File: src/rtl/multicycle_ctrl_if.sv
// Shared-memory handshake between the multi-cycle control FSM and the memory port.
interface multicycle_ctrl_if;
    logic mem_req_o;
    logic mem_we_o;
    logic i_or_d_o;
    logic mem_ready_i;

    modport master (output mem_req_o, output mem_we_o, output i_or_d_o, input mem_ready_i);
    modport slave  (input mem_req_o, input mem_we_o, input i_or_d_o, output mem_ready_i);
endinterface

File: src/rtl/multicycle_ctrl.sv
// Main control FSM of the multi-cycle MIPS datapath: fetch/decode/execute/memory/writeback
// sequencing with variable-latency memory handshake, illegal-opcode and memory-timeout traps.
//  state        | meaning
//  0 FETCH      | read instr at PC, PC+4      1 DECODE   | branch target to ALUOut, dispatch
//  2 MEM_ADDR   | rs+imm address              3 MEM_RD   | load read     4 MEM_WB | load writeback
//  5 MEM_WR     | store write                 6 EXEC_R   | R-type ALU    7 WB_R   | rd writeback
//  8 EXEC_I     | addi ALU                    9 WB_I     | rt writeback  10 BRANCH | beq/bne
//  11 JUMP      | PC <- jump target           15 FAULT   | trapped, waits for reset
module multicycle_ctrl #(
    parameter int MEM_TIMEOUT = 64,
    parameter int RET_W       = 32
) (
    input  logic               clk_i,
    input  logic               rst_i,
    input  logic [5:0]         opcode_i,
    input  logic               zero_i,
    multicycle_ctrl_if.master  mem,
    output logic               ir_write_o,
    output logic               pc_write_o,
    output logic [1:0]         pc_src_o,
    output logic               reg_write_o,
    output logic               reg_dst_o,
    output logic               mem_to_reg_o,
    output logic               alu_src_a_o,
    output logic [1:0]         alu_src_b_o,
    output logic [2:0]         ALUOp_o,
    output logic [3:0]         state_o,
    output logic               illegal_o,
    output logic               timeout_o,
    output logic [RET_W-1:0]   retired_o
);

    localparam int CNT_W = $clog2(MEM_TIMEOUT);
    localparam logic [CNT_W-1:0] CNT_LOAD = CNT_W'(MEM_TIMEOUT - 1);

    typedef enum logic [3:0] {
        S_FETCH    = 4'd0,
        S_DECODE   = 4'd1,
        S_MEM_ADDR = 4'd2,
        S_MEM_RD   = 4'd3,
        S_MEM_WB   = 4'd4,
        S_MEM_WR   = 4'd5,
        S_EXEC_R   = 4'd6,
        S_WB_R     = 4'd7,
        S_EXEC_I   = 4'd8,
        S_WB_I     = 4'd9,
        S_BRANCH   = 4'd10,
        S_JUMP     = 4'd11,
        S_FAULT    = 4'd15
    } state_t;

    state_t             r_state;
    state_t             w_state_next;
    logic [CNT_W-1:0]   r_wait_cnt;
    logic [RET_W-1:0]   r_retired;
    logic               r_illegal;
    logic               r_timeout;

    logic               w_mem_req;
    logic               w_mem_we;
    logic               w_i_or_d;
    logic               w_ir_write;
    logic               w_pc_write;
    logic [1:0]         w_pc_src;
    logic               w_reg_write;
    logic               w_reg_dst;
    logic               w_mem_to_reg;
    logic               w_alu_src_a;
    logic [1:0]         w_alu_src_b;
    logic [2:0]         w_alu_op;
    logic               w_retire;
    logic               w_set_illegal;
    logic               w_set_timeout;
    logic               w_expired;

    function automatic logic is_mem_state(input state_t s);
        return (s == S_FETCH) || (s == S_MEM_RD) || (s == S_MEM_WR);
    endfunction

    // Down-counter reaches zero on wait cycle MEM_TIMEOUT; a ready on that cycle still wins.
    assign w_expired = (r_wait_cnt == '0) && !mem.mem_ready_i;

    always_comb begin
        w_state_next  = r_state;
        w_mem_req     = 1'b0;
        w_mem_we      = 1'b0;
        w_i_or_d      = 1'b0;
        w_ir_write    = 1'b0;
        w_pc_write    = 1'b0;
        w_pc_src      = 2'b00;
        w_reg_write   = 1'b0;
        w_reg_dst     = 1'b0;
        w_mem_to_reg  = 1'b0;
        w_alu_src_a   = 1'b0;
        w_alu_src_b   = 2'b00;
        w_alu_op      = 3'b000;
        w_retire      = 1'b0;
        w_set_illegal = 1'b0;
        w_set_timeout = 1'b0;
        case (r_state)
            S_FETCH: begin
                w_mem_req   = 1'b1;
                w_alu_src_b = 2'b01;
                if (mem.mem_ready_i) begin
                    w_ir_write   = 1'b1;
                    w_pc_write   = 1'b1;
                    w_state_next = S_DECODE;
                end else if (w_expired) begin
                    w_set_timeout = 1'b1;
                    w_state_next  = S_FAULT;
                end
            end
            S_DECODE: begin
                w_alu_src_b = 2'b11;
                case (opcode_i)
                    6'b000000:            w_state_next = S_EXEC_R;
                    6'b001000:            w_state_next = S_EXEC_I;
                    6'b100011, 6'b101011: w_state_next = S_MEM_ADDR;
                    6'b000100, 6'b000101: w_state_next = S_BRANCH;
                    6'b000010:            w_state_next = S_JUMP;
                    default: begin
                        w_set_illegal = 1'b1;
                        w_state_next  = S_FAULT;
                    end
                endcase
            end
            S_MEM_ADDR: begin
                w_alu_src_a  = 1'b1;
                w_alu_src_b  = 2'b10;
                w_state_next = opcode_i[3] ? S_MEM_WR : S_MEM_RD;
            end
            S_MEM_RD: begin
                w_mem_req = 1'b1;
                w_i_or_d  = 1'b1;
                if (mem.mem_ready_i) begin
                    w_state_next = S_MEM_WB;
                end else if (w_expired) begin
                    w_set_timeout = 1'b1;
                    w_state_next  = S_FAULT;
                end
            end
            S_MEM_WB: begin
                w_reg_write  = 1'b1;
                w_mem_to_reg = 1'b1;
                w_retire     = 1'b1;
                w_state_next = S_FETCH;
            end
            S_MEM_WR: begin
                w_mem_req = 1'b1;
                w_mem_we  = 1'b1;
                w_i_or_d  = 1'b1;
                if (mem.mem_ready_i) begin
                    w_retire     = 1'b1;
                    w_state_next = S_FETCH;
                end else if (w_expired) begin
                    w_set_timeout = 1'b1;
                    w_state_next  = S_FAULT;
                end
            end
            S_EXEC_R: begin
                w_alu_src_a  = 1'b1;
                w_alu_op     = 3'b010;
                w_state_next = S_WB_R;
            end
            S_WB_R: begin
                w_reg_write  = 1'b1;
                w_reg_dst    = 1'b1;
                w_retire     = 1'b1;
                w_state_next = S_FETCH;
            end
            S_EXEC_I: begin
                w_alu_src_a  = 1'b1;
                w_alu_src_b  = 2'b10;
                w_alu_op     = 3'b100;
                w_state_next = S_WB_I;
            end
            S_WB_I: begin
                w_reg_write  = 1'b1;
                w_retire     = 1'b1;
                w_state_next = S_FETCH;
            end
            S_BRANCH: begin
                // opcode bit 0 separates bne (000101) from beq (000100)
                w_alu_src_a  = 1'b1;
                w_pc_src     = 2'b01;
                w_alu_op     = opcode_i[0] ? 3'b110 : 3'b001;
                w_pc_write   = opcode_i[0] ? ~zero_i : zero_i;
                w_retire     = 1'b1;
                w_state_next = S_FETCH;
            end
            S_JUMP: begin
                w_pc_src     = 2'b10;
                w_pc_write   = 1'b1;
                w_retire     = 1'b1;
                w_state_next = S_FETCH;
            end
            S_FAULT: w_state_next = S_FAULT;
            default: w_state_next = S_FETCH;
        endcase
    end

    always_ff @(posedge clk_i) begin
        if (rst_i) begin
            r_state    <= S_FETCH;
            r_wait_cnt <= CNT_LOAD;
            r_retired  <= '0;
            r_illegal  <= 1'b0;
            r_timeout  <= 1'b0;
        end else begin
            r_state <= w_state_next;
            if (is_mem_state(w_state_next) && (w_state_next != r_state)) begin
                r_wait_cnt <= CNT_LOAD;
            end else if (is_mem_state(r_state) && !mem.mem_ready_i && (r_wait_cnt != '0)) begin
                r_wait_cnt <= r_wait_cnt - CNT_W'(1);
            end
            if (w_retire) begin
                r_retired <= r_retired + RET_W'(1);
            end
            if (w_set_illegal) begin
                r_illegal <= 1'b1;
            end
            if (w_set_timeout) begin
                r_timeout <= 1'b1;
            end
        end
    end

    // Every output is forced low while reset is being sampled.
    assign mem.mem_req_o = w_mem_req    & ~rst_i;
    assign mem.mem_we_o  = w_mem_we     & ~rst_i;
    assign mem.i_or_d_o  = w_i_or_d     & ~rst_i;
    assign ir_write_o    = w_ir_write   & ~rst_i;
    assign pc_write_o    = w_pc_write   & ~rst_i;
    assign pc_src_o      = rst_i ? 2'b00 : w_pc_src;
    assign reg_write_o   = w_reg_write  & ~rst_i;
    assign reg_dst_o     = w_reg_dst    & ~rst_i;
    assign mem_to_reg_o  = w_mem_to_reg & ~rst_i;
    assign alu_src_a_o   = w_alu_src_a  & ~rst_i;
    assign alu_src_b_o   = rst_i ? 2'b00 : w_alu_src_b;
    assign ALUOp_o       = rst_i ? 3'b000 : w_alu_op;
    assign state_o       = rst_i ? 4'd0 : r_state;
    assign illegal_o     = r_illegal & ~rst_i;
    assign timeout_o     = r_timeout & ~rst_i;
    assign retired_o     = rst_i ? '0 : r_retired;

endmodule

File: src/flat_wrapper.sv
// flat-port wrapper written by rule: the top's interface ports become plain ports
module multicycle_ctrl_flat 
#(
    parameter int MEM_TIMEOUT = 64,
    parameter int RET_W       = 32
)
  (clk_i, rst_i, opcode_i, zero_i, ir_write_o, pc_write_o, pc_src_o, reg_write_o, reg_dst_o, mem_to_reg_o, alu_src_a_o, alu_src_b_o, ALUOp_o, state_o, illegal_o, timeout_o, retired_o, mem_mem_req_o, mem_mem_we_o, mem_i_or_d_o, mem_mem_ready_i);
  multicycle_ctrl_if mem_i ();
  input  logic clk_i;
  input  logic rst_i;
  input  logic [5:0] opcode_i;
  input  logic zero_i;
  output logic ir_write_o;
  output logic pc_write_o;
  output logic [1:0] pc_src_o;
  output logic reg_write_o;
  output logic reg_dst_o;
  output logic mem_to_reg_o;
  output logic alu_src_a_o;
  output logic [1:0] alu_src_b_o;
  output logic [2:0] ALUOp_o;
  output logic [3:0] state_o;
  output logic illegal_o;
  output logic timeout_o;
  output logic [RET_W-1:0] retired_o;
  output wire logic [$bits(mem_i.mem_req_o)-1:0] mem_mem_req_o;
  output wire logic [$bits(mem_i.mem_we_o)-1:0] mem_mem_we_o;
  output wire logic [$bits(mem_i.i_or_d_o)-1:0] mem_i_or_d_o;
  input wire logic [$bits(mem_i.mem_ready_i)-1:0] mem_mem_ready_i;
  assign mem_mem_req_o = mem_i.mem_req_o;
  assign mem_mem_we_o = mem_i.mem_we_o;
  assign mem_i_or_d_o = mem_i.i_or_d_o;
  assign mem_i.mem_ready_i = mem_mem_ready_i;
  multicycle_ctrl #(.MEM_TIMEOUT(MEM_TIMEOUT), .RET_W(RET_W)) u_core (.clk_i(clk_i), .rst_i(rst_i), .opcode_i(opcode_i), .zero_i(zero_i), .mem(mem_i), .ir_write_o(ir_write_o), .pc_write_o(pc_write_o), .pc_src_o(pc_src_o), .reg_write_o(reg_write_o), .reg_dst_o(reg_dst_o), .mem_to_reg_o(mem_to_reg_o), .alu_src_a_o(alu_src_a_o), .alu_src_b_o(alu_src_b_o), .ALUOp_o(ALUOp_o), .state_o(state_o), .illegal_o(illegal_o), .timeout_o(timeout_o), .retired_o(retired_o));
endmodule
File: config.mk
export PLATFORM = sky130hd
export DESIGN_NAME = multicycle_ctrl_flat
export DESIGN_NICKNAME = d
export VERILOG_FILES = /design/src/rtl/multicycle_ctrl_if.sv /design/src/rtl/multicycle_ctrl.sv /design/src/flat_wrapper.sv
export SDC_FILE = /design/constraint.sdc
export NUM_CORES = 1
export LEC_CHECK = 0
export CELL_PAD_IN_SITES_DETAIL_PLACEMENT = 1
export CELL_PAD_IN_SITES_GLOBAL_PLACEMENT = 1
export CORE_ASPECT_RATIO = 1.75
export CORE_MARGIN = 2
export CORE_UTILIZATION = 39
export DETAILED_ROUTE_END_ITERATION = 10
export PLACE_DENSITY_LB_ADDON = 0.12
export SYNTH_ARGS = -nofsm -noshare
export SYNTH_HDL_FRONTEND = slang
export SYNTH_SLANG_ARGS = --single-unit
File: constraint.sdc
create_clock -name clk_i -period 7.4 [get_ports clk_i]
set_clock_uncertainty 0.1 [all_clocks]
set_input_delay 1.48 -clock clk_i [delete_from_list [all_inputs] [get_ports clk_i]]
set_output_delay 1.48 -clock clk_i [all_outputs]
set_load 0.005 [all_outputs]
[Word-level counts from Yosys, hierarchy flattened]
Cells that the tools add are included.
Word-level totals
  flip-flop bits (word level): 44
  bits of input ports: 10
  output and inout port bits: 54
  logic and storage cells: 98
Cells by class
  add/sub/neg operators: 2
  equal/unequal tests: 21
  multiplexer cells: 33
  bitwise operators: 13
  reduce and logical (&&, ||, !) cells: 24
Operators with widths (number)
  32-bit by 1-bit adder with 32-bit output, second input constant: 1
  32-bit two-way mux: 1
  4-bit case mux with 8 select lines: 1
  4-bit by 3-bit equality test with 1-bit output, second input constant: 5
  4-bit equality test, second input constant: 5
  4-bit two-way mux: 5
  4-bit case mux with 5 select lines: 1
  1-bit two-way mux: 15
  4-bit by 2-bit equality test with 1-bit output, second input constant: 3
  6-bit by 3-bit equality test with 1-bit output, second input constant: 2
  6-bit equality test, second input constant: 2
  6-bit logical NOT: 2
  1-bit AND: 11
  2-bit OR reduction: 5
  3-bit two-way mux: 3
  3-bit case mux with 3 select lines: 1
  4-bit logical NOT: 2
  7-bit OR reduction: 1
  6-bit by 2-bit equality test with 1-bit output, second input constant: 1
  6-bit by 4-bit equality test with 1-bit output, second input constant: 1
  2-bit case mux with 3 select lines: 1
  6-bit nonzero test: 1
  3-bit OR reduction: 2
  6-bit by 1-bit subtractor with 6-bit output, second input constant: 1
  12 further kinds: 20

[Logic depth before layout (Yosys ltp)]
Gate-level depths: netlist (run 1).
  word-level depth: 10
  gate-level depth with buffers: 10
  depth with buffers taken out: 9

[Worst setup path after synthesis (run 1)]
OpenSTA, ideal clock, no wires.
  kind: input port to output port
  from: in rst_i
  to: out mem_i_or_d_o
  arrival time: 2.659 ns
  required time: 5.820 ns
  path slack: 3.161 ns
  stages on the path: 5
  buffers on the path: 4
  cell sequence: clkbuf_1 -> clkbuf_1 -> clkbuf_1 -> buf_1 -> nor2_1
On the way
  cells in the longest elaborated chain, start to end: 2
RTL lines
  start, declared: line flat_wrapper.sv:10  | input logic rst_i;
  1-bit NOT: line multicycle_ctrl.sv:231  | assign mem.i_or_d_o = w_i_or_d & ~rst_i;
  1-bit AND: line multicycle_ctrl.sv:231
  end, declared: line flat_wrapper.sv:28  | output wire logic [$bits(mem_i.i_or_d_o)-1:0] mem_i_or_d_o;
Every way passes these cells.

[Final worst setup path (run 1)]
  from: in rst_i
  to: out mem_mem_we_o
On the way
  cells in the longest elaborated chain, start to end: 2
RTL lines
  1-bit NOT: line multicycle_ctrl.sv:230  | assign mem.mem_we_o = w_mem_we & ~rst_i;
  1-bit AND: line multicycle_ctrl.sv:230
  end, declared: line flat_wrapper.sv:27  | output wire logic [$bits(mem_i.mem_we_o)-1:0] mem_mem_we_o;
Every way passes these cells.

==> summary.md, run 1 <==
| Metric | Value |
|---|---|
| Post-synth EDFFs | 0 |
| Post-CTS sizing | 0 |
| Initial antenna violation count | 0 |
| Post-synth top flop | dfxtp_1 |
| CP Data Arrival Time | 3340 ps |
| Finished Core Util | 51.25% |
| Min Tclk post-route | 4920 ps |
| H-tree levels | 2 |
| Clock power frac | 22.9% |
| Largest net degree at the start of global routing | 51 |
| P&R area growth vs syn | 28.00% |
| Crit path launch type | input port |
| Worst Reg-to-Reg Cells | 7 |
| Worst-Margin Slew | 867.3 ps |
| Initial Utilization | 40.04% |
| CP Data Required Time | 5820 ps |
| P per Cell Area | 251.6 nW/um^2 |
| Insertion delay to the later sink of the worst-skew pair | 290 ps |
| Cts bufs inserted | 5 |
| Final WL | 8.156 mm |
| Comb pwr share | 42.8% |
| Yosys Warn Count | 0 |
| Top Ports | 64 |
| Critical Path Start | rst_i |
| Clock sinks | 44 |
| Reg-to-reg startpoint | u_core.r_state[1] |
| Top cells by area, synth | dfxtp_1, nor2_1, nor2b_1 |
| MaxCap Viol Count | 0 |
| Total GRT Usage | 20.75% |
| Layout cells sized above 1 | 5.977% |
| Syn_nets | 399 |
| Post-synthesis sequential area ratio | 30.85% |
| Sequential share of power | 34.3% |
| Hold_buf cts | 0 |
| Clock root buffer master | clkbuf_16 |
| Run status | finished clean |
| Row cnt | 41 |
| Synth top area share | 30.85% |
| First-pass GRT wire length | 12.77 mm |
| Ant diodes | 0 |
| Fin. max-slew vios | 0 |
| NetSw | 0.3544 mW |
| Die Span Y | 117.2 um |
| Synth area leader | dfxtp_1 |
| List of most frequent post-synthesis cells | nor2_1, dfxtp_1, nor2b_1 |
| Post-DP HPWL | 5.963 mm |
| Static leakage | 1.272 nW |
| Setup violation total in the final timing report | 0 |
| Post-route ant nets | 0 |
| Endpoints failing hold | 0 |
| DRC viols | 0 |
| WS Path Type | input port to output pin |
| Setup crit end | mem_mem_we_o |
| Vias | 2891 |
| Netlist cell types | 53 |
| Core area | 7131 um^2 |
| Synth Cell Area | 2855 um^2 |
| Nets@finish | 448 |
| First-pass iteration count of the detailed router | 7 |
| Via/cell ratio | 5.549 |
| Peak supply drop | 0.0001609 V |
| Reg2Reg Capture Point | u_core.r_retired[30] |
| Worst hold stages | 2 |
| Internal power | 0.5651 mW |
| Final critical-path share of the clock period | 66.49% |
| RePlAce Congestion | 0.8974 |
| Cells after Synth | 386 |
| Clock transition at the registers of the reported paths | 60 ps |
| Setup_tns | 0 ps |
| Slew headroom | 42.10% |
| Worst hold-check path type | flop to flop |
| WL per Instance | 15.65 um |
| R2R Setup Slk | 4140 ps |
| Clock Path Buffers | 2 |
| Seq cells post-synth | 44 |
| RSZ-0062 raised after global routing | false |
| CTS tree | built |
| Top-count cell post-synth | nor2_1 |
| Vias in the first global route | 2782 |
| Peak Freq | 0.2032 GHz |
| Overflow after GRT | 0 |
| Post-synthesis async set-or-reset flop share | 0% |
| Post-CTS setup repair buffer count | 0 |
| Number of I/O port buffers | 63 |
| DIE AREA | 8049 um^2 |
| Chip width | 68.68 um |
| Crit end category | output pin |
| Net Sw Frac | 38.54% |
| Crit-path max FO | 50 |
| Mean Syn Cell Area | 7.397 um^2 |
| First DRT Iteration DRCs | 111 |
-- metrics by stage --
stage / hold WS [ps] / cells / power [mW] / area (um^2) / worst slack, ps
2_1_floorplan: 329.0 / 386 / 0.5762 / 2855 / 3161
3_3_place_gp: 345.3 / 514 / 0.7036 / 3517 / 2491
3_5_place_dp: 357.7 / 514 / 0.7136 / 3517 / 2455
4_1_cts: 375.0 / 521 / 0.9303 / 3655 / 2457
5_1_grt: 398.6 / 521 / 0.9818 / 3655 / 2317
6_report: 369.9 / 521 / 0.9195 / 3655 / 2480
-- power groups by stage --
| stage | Combinational, mW | Sequential, mW | Clock, mW |
|---|---|---|---|
| floorplan | 0.301 | 0.276 | 0 |
| global route | 0.431 | 0.322 | 0.229 |
| detailed placement | 0.393 | 0.320 | 0 |
| CTS | 0.396 | 0.315 | 0.219 |
| finish | 0.394 | 0.315 | 0.211 |
| global placement | 0.385 | 0.319 | 0 |
-- layer usage --
metal / wire, um / track usage [%] / vias to the layer above / share of wire, %
met5: 0 / 0 / - / 0
met4: 238 / 10.00 / 0 / 2.9
met3: 309 / 3.250 / 14 / 3.8
met2: 4279 / 36.86 / 53 / 52
met1: 3328 / 23.26 / 1400 / 41
li1: - / - / 1424 / -
-- cells in the final DEF (no fill, tap or decap), types with 3 or more instances in the layout --
master           synthesis  routed
xnor2_1                 16      16
or3_1                    7       7
and3_1                  10      10
a21oi_1                 17      17
nand2_1                 30      30
mux2_2                   6       6
nand3_1                 11      11
a211oi_1                 4       4
o21ai_0                 12      12
nor4_1                  10      10
nor2_1                  65      65
inv_1                   11      11
nand4_1                  7       7
dfxtp_1                 44      44
xor2_1                  12      12
o31ai_1                  3       3
o21bai_1                 3       3
nor2b_1                 36      36
clkbuf_16                0       5
clkdlybuf4s50_1          0      62
and2_1                   3       3
nor3_1                  14      14
ha_1                     3       3
a21o_1                   3       3
-- kinds of logic after synthesis --
kind of cell / count (synthesis) / share of synthesized area (%)
compound gates: 57 / 13.19
xor+xnor: 28 / 8.589
fa+ha+maj: 3 / 1.315
buf+inv: 35 / 4.601
flops: 44 / 30.85
mux: 7 / 2.717
simple gates: 212 / 38.74
-- flip-flops by register name, indices dropped and copies added, names as in the netlist --
| register | cells |
|---|---|
| u_core.r_illegal | 1 |
| u_core.r_retired | 32 |
| u_core.r_state | 4 |
| u_core.r_timeout | 1 |
| u_core.r_wait_cnt | 6 |
-- critical path, stage by stage --
cell             delay [ps]
buf_2                   620
buf_4                   490
nor2_1                   90
and3_1                  190
clkdlybuf4s50_1         430
-- how the worst min path moves through the flow --
stage,from,endpoint,slack [ps]
after floorplan,u_core.r_timeout,u_core.r_timeout,330
after global placement,u_core.r_illegal,u_core.r_illegal,350
after detailed placement,u_core.r_illegal,u_core.r_illegal,360
after CTS,u_core.r_illegal,u_core.r_illegal,370
after global routing,u_core.r_illegal,u_core.r_illegal,400
final,u_core.r_timeout,u_core.r_timeout,370
-- layout make-up --
cell class                 count  area (um^2)
clock buffer                   5        125.1
clock inverter                 2        12.51
fill                         918         3476
inverter                      12        45.04
multi-input combinational    307         1843
sequential                    44        880.8
tap                           86        107.6
timing repair buffer          65        640.6
No activity file was read; power rests on OpenSTA's default activity.
==> run 2, diff against run 1 <==
CORE_UTILIZATION = 33   (was 39)
clock period = 4.4 ns   (was 7.4 ns; I/O delays follow)
==> run 2 against run 1 <==
Critical path depth is 1 lower; via count stayed put; final area is 3.1% higher; cell count is 6.9% higher; first-iteration DRC count is 5.4% lower.
==> summary.md, run 2 (synthesized netlist as in run 1, its figures left out) <==
| Metric | Value |
|---|---|
| Largest register FFs | 32 |
| WL per Instance | 15.24 um |
| Via/cell ratio | 5.190 |
| WS Path Type | input port to output pin |
| RSZ-0062 raised after global routing | false |
| Core area | 8368 um^2 |
| Die Span Y | 127.1 um |
| Design area | 3770 um^2 |
| Final critical-path share of the clock period | 82.29% |
| Kind of cell adding the most delay to the critical path | buffers and inverters |
| Endpoints failing hold | 0 |
| Nets@finish | 454 |
| Worst Path Buf+Inv | 3 |
| Overflow after GRT | 0 |
| Initial antenna violation count | 0 |
| Fin cells | 557 |
| Cts bufs inserted | 5 |
| DRC viols | 0 |
| Clock transition at the registers of the reported paths | 60 ps |
| First-pass iteration count of the detailed router | 4 |
| Final WL | 8.488 mm |
| Top cell by count, worst path | clkdlybuf4s50_1 |
| Worst hold-check path type | flop to flop |
| Chip width | 74.32 um |
| Hold_buf cts | 0 |
| CP Data Required Time | 3420 ps |
| Static leakage | 1.317 nW |
| Net Sw Frac | 37.34% |
| Run status | finished clean |
| First-pass GRT wire length | 14.04 mm |
| Row cnt | 44 |
| Ant diodes | 0 |
| Clock root buffer master | clkbuf_16 |
| Vias in the first global route | 2972 |
| Slowest stage delay, CP | 660 ps |
| NetSw | 0.6124 mW |
| Layout cells sized above 1 | 7.466% |
| Clock sinks | 44 |
| Crit path launch type | input port |
| Most frequent cells in the layout | nor2_1, clkdlybuf4s50_1, dfxtp_1 |
| Post-route ant nets | 0 |
| Setup_tns | 0 ps |
| Slew headroom | 39.97% |
| MaxCap Viol Count | 0 |
| Initial Utilization | 34.12% |
| Post-CTS sizing | 0 |
| Biggest regs | u_core.r_retired: 32 flops, u_core.r_wait_cnt: 6 flops, u_core.r_state: 4 flops |
| Total Power | 1.640 mW |
| Comb pwr share | 41.9% |
| Vias | 2891 |
| Peak supply drop | 0.0002356 V |
| Worst Reg-to-Reg Cells | 7 |
| Placed Area | 3598 um^2 |
| Clock Path Buffers | 2 |
| Peak Freq | 0.2762 GHz |
| Worst hold stages | 2 |
| P per Cell Area | 435.1 nW/um^2 |
| Top Ports | 64 |
| H-tree levels | 2 |
| WP depth | 4 |
| Most common cell after layout, fill and taps aside | nor2_1 |
| DIE AREA | 9442 um^2 |
| First DRT Iteration DRCs | 105 |
| Post-CTS setup repair buffer count | 0 |
| CP max stage cell | clkdlybuf4s50_1 |
| Biggest register | u_core.r_retired |
| Worst-Margin Slew | 899.3 ps |
| Insertion delay to the later sink of the worst-skew pair | 290 ps |
| Internal power | 1.028 mW |
| Fin. max-slew vios | 0 |
| Largest net degree at the start of global routing | 26 |
| CP Data Arrival Time | 2640 ps |
| Setup violation total in the final timing report | 0 |
| RePlAce Congestion | 0.8463 |
| Total GRT Usage | 18.72% |
| CTS tree | built |
| Crit-path max FO | 8 |
| Crit path cell chain | clkdlybuf4s50_1, inv_1, a2111oi_0, clkdlybuf4s50_1 |
| Post-DP HPWL | 6.434 mm |
| Number of I/O port buffers | 63 |
| Crit end category | output pin |
| Clock power frac | 26.4% |
| Placed cell count | 549 |
| Sequential share of power | 31.6% |
| P&R area growth vs syn | 32.03% |
| Min Tclk post-route | 3621 ps |
-- run 2: area by class of cell --
class,instances,area [um^2]
Clock inverter,3,46.29
Inverter,12,45.04
Tap cell,115,143.9
Fill cell,1066,4598
Sequential cell,44,880.8
Clock buffer,5,125.1
Timing Repair Buffer,71,685.7
Multi-Input combinational cell,307,1843
-- run 2: final timing paths --
kind | startpoint | endpoint | slack (ps)
worst max register to register | u_core.r_state[3] | u_core.r_wait_cnt[4] | 1310
worst max-delay path | opcode_i[0] | ALUOp_o[2] | 780
worst min register to register | u_core.r_illegal | u_core.r_illegal | 370
worst min-delay path | u_core.r_illegal | u_core.r_illegal | 370
-- run 2: tightest hold or removal path, cell delays in order (launching register included) --
cell	delay (ps)
dfxtp_1	290
inv_1	60
a21oi_1	60
-- run 2: stage by stage --
step                      setup slack, ps  util [%]  hold WS (ps)
after detailed placement            773.1     43.00         358.5
final                               779.4     45.05         365.8
after global routing                681.9     45.05         412.8
after CTS                           785.2     45.05         367.3
after global placement              825.6     43.00         343.6
after floorplan                      1361         -         329.0
-- run 2: power by group through the flow --
stage | Clock (mW) | Sequential [mW] | Combinational [mW]
after global placement | 0 | 0.527 | 0.683
after global routing | 0.462 | 0.529 | 0.759
after floorplan | 0 | 0.464 | 0.506
after CTS | 0.445 | 0.518 | 0.697
final | 0.434 | 0.519 | 0.688
after detailed placement | 0 | 0.527 | 0.693
-- run 2: metal layers --
| layer | track usage, % | wire length (um) | vias to the layer above |
|---|---|---|---|
| met3 | 2.050 | 208 | 14 |
| met5 | 0 | 0 | - |
| met4 | 7.143 | 199 | 0 |
| met1 | 20.04 | 3308 | 1385 |
| li1 | - | - | 1442 |
| met2 | 35.87 | 4771 | 50 |
==> run 3, diff against run 2 <==
CORE_UTILIZATION = 36   (was 33)
clock period = 3.46 ns   (was 4.4 ns; I/O delays follow)
==> run 3 against run 2 <==
Register-to-register slack lost 810 ps; clock power rose by 23%; via count rose by 2.3%; die area decreased by 8.0%; non-clock buffer count grew 5; total power rose by 30%; utilization is 3.4 points higher; critical endpoint is now reg_write_o.
==> summary.md, run 3 (synthesized netlist as in run 1, its figures left out) <==
| Metric | Value |
|---|---|
| Run status | finished clean |
| Critical Path Start | u_core.r_state[2] |
| Total GRT Usage | 20.66% |
| Fill cells | 978 |
| Fin cells | 537 |
| Top Ports | 64 |
| Post-CTS sizing | 0 |
| Ant diodes | 0 |
| DIE AREA | 8687 um^2 |
| Crit path launch type | flop |
| First-pass iteration count of the detailed router | 4 |
| Insertion delay to the later sink of the worst-skew pair | 290 ps |
| Layout cells sized above 1 | 8.277% |
| Initial Utilization | 36.60% |
| MaxCap Viol Count | 0 |
| RSZ-0062 raised after global routing | false |
| First-pass GRT wire length | 14.38 mm |
| Crit path cell chain | nor2b_1, mux2_2, a22oi_1, nor2_1, clkdlybuf4s50_1 |
| Most common cell after layout, fill and taps aside | nor2_1 |
| Clock Path Buffers | 2 |
| Dpl ws | 275.5 ps |
| Worst-Margin Slew | 965.4 ps |
| Number of I/O port buffers | 63 |
| Placed cell count | 529 |
| Static leakage | 1.346 nW |
| Slew headroom | 35.55% |
| Via/cell ratio | 5.508 |
| Crit-path max FO | 29 |
| Clock root buffer master | clkbuf_16 |
| Setup_tns | 0 ps |
| CP Data Required Time | 2670 ps |
| Initial antenna violation count | 0 |
| Biggest register | u_core.r_retired |
| Setup violation total in the final timing report | 0 |
| Chip width | 71.32 um |
| Largest net degree at the start of global routing | 82 |
| Post-route ant nets | 0 |
| Nets@finish | 459 |
| P per Cell Area | 564.0 nW/um^2 |
| Biggest regs | u_core.r_retired: 32 flops, u_core.r_wait_cnt: 6 flops, u_core.r_state: 4 flops |
| Hold_buf cts | 0 |
| Peak Freq | 0.3102 GHz |
| Slowest stage delay, CP | 950 ps |
| Min Tclk post-route | 3224 ps |
| Post-DP HPWL | 6.723 mm |
| Worst Slack Setup Final | 236.3 ps |
| P&R area growth vs syn | 32.43% |
| GRT Max-Usage Layer | met2 |
| CP max stage cell | dfxtp_1 |
| Met3 usage | 2.068% |
| Kind of cell adding the most delay to the critical path | flip-flops |
| Vias in the first global route | 3061 |
| H-tree levels | 2 |
| Cts bufs inserted | 5 |
| Crit end category | output pin |
| Die Span Y | 121.8 um |
| WS Path Type | flop to output pin |
| WL per Instance | 16.22 um |
| Sequential cell area | 880.8 um^2 |
| Final critical-path share of the clock period | 93.17% |
| Worst hold-check path type | flop to flop |
| Most frequent cells in the layout | nor2_1, clkdlybuf4s50_1, dfxtp_1 |
| Multi-input logic area | 1843 um^2 |
| Fin. max-slew vios | 0 |
| CP Data Arrival Time | 2430 ps |
| Placed Area | 3617 um^2 |
| Reg-to-reg startpoint | u_core.r_state[2] |
| Design area | 3781 um^2 |
| Met2 usage | 39.87% |
| Vias | 2958 |
| Met1 Resource Use GR | 20.73% |
| Clock transition at the registers of the reported paths | 60 ps |
| Worst Hold Launch | u_core.r_illegal |
| Final WL | 8.712 mm |
| Post-CTS setup repair buffer count | 0 |
| Core area | 7801 um^2 |
| Peak supply drop | 0.0002727 V |
| RePlAce Congestion | 0.8241 |
| First DRT Iteration DRCs | 88 |
| CTS tree | built |
| DRC viols | 0 |
| Worst Path Buf+Inv | 1 |
| Largest register FFs | 32 |
| Row cnt | 43 |
| Clock sinks | 44 |
| Overflow after GRT | 0 |
| Endpoints failing hold | 0 |
| Total Power | 2.132 mW |
run 3: path summary, 6_finish.rpt:
kind	end	slack (ps)	cells after the start
setup / recovery	reg_write_o	240	5
hold / removal	u_core.r_illegal	360	2
setup reg to reg	u_core.r_wait_cnt[4]	500	7
hold reg to reg	u_core.r_illegal	360	2
run 3: through the flow:
step | utilization [%] | hold WS (ps)
CTS | 48.47 | 365.2
global route | 48.47 | 381.1
finish | 48.47 | 361.1
floorplan | - | 329.0
global placement | 46.37 | 343.8
detailed placement | 46.37 | 356.7
run 3: area by class of cell:
cell class	instances	area share, %
clock buffers	6	3.408
clock inverters	2	0.9265
inverters	12	1.191
multi-input cells	307	48.74
flip-flops and latches	44	23.30
well taps	90	2.978
repair buffers	76	19.46
run 3: routing by layer:
| layer | wire [um] | vias up |
|---|---|---|
| met5 | 0 | - |
| met4 | 410 | 0 |
| met3 | 179 | 24 |
| met2 | 4886 | 58 |
| met1 | 3234 | 1425 |
| li1 | - | 1451 |
run 3: power breakdown:
| part | switching [mW] | internal (mW) | total, mW |
|---|---|---|---|
| Sequential | 0.0750 | 0.546 | 0.621 |
| Combinational | 0.524 | 0.453 | 0.977 |
| Clock | 0.195 | 0.340 | 0.535 |
| Total | 0.794 | 1.34 | 2.13 |
run 3: worst register-to-register path, cell delays in order (launching register included):
cell and delay (ps):
dfxtp_1 950, or4bb_1 550, o31ai_1 80, a21oi_1 70, o221a_2 280, or4_4 540
a31o_4 270, nand2_1 70
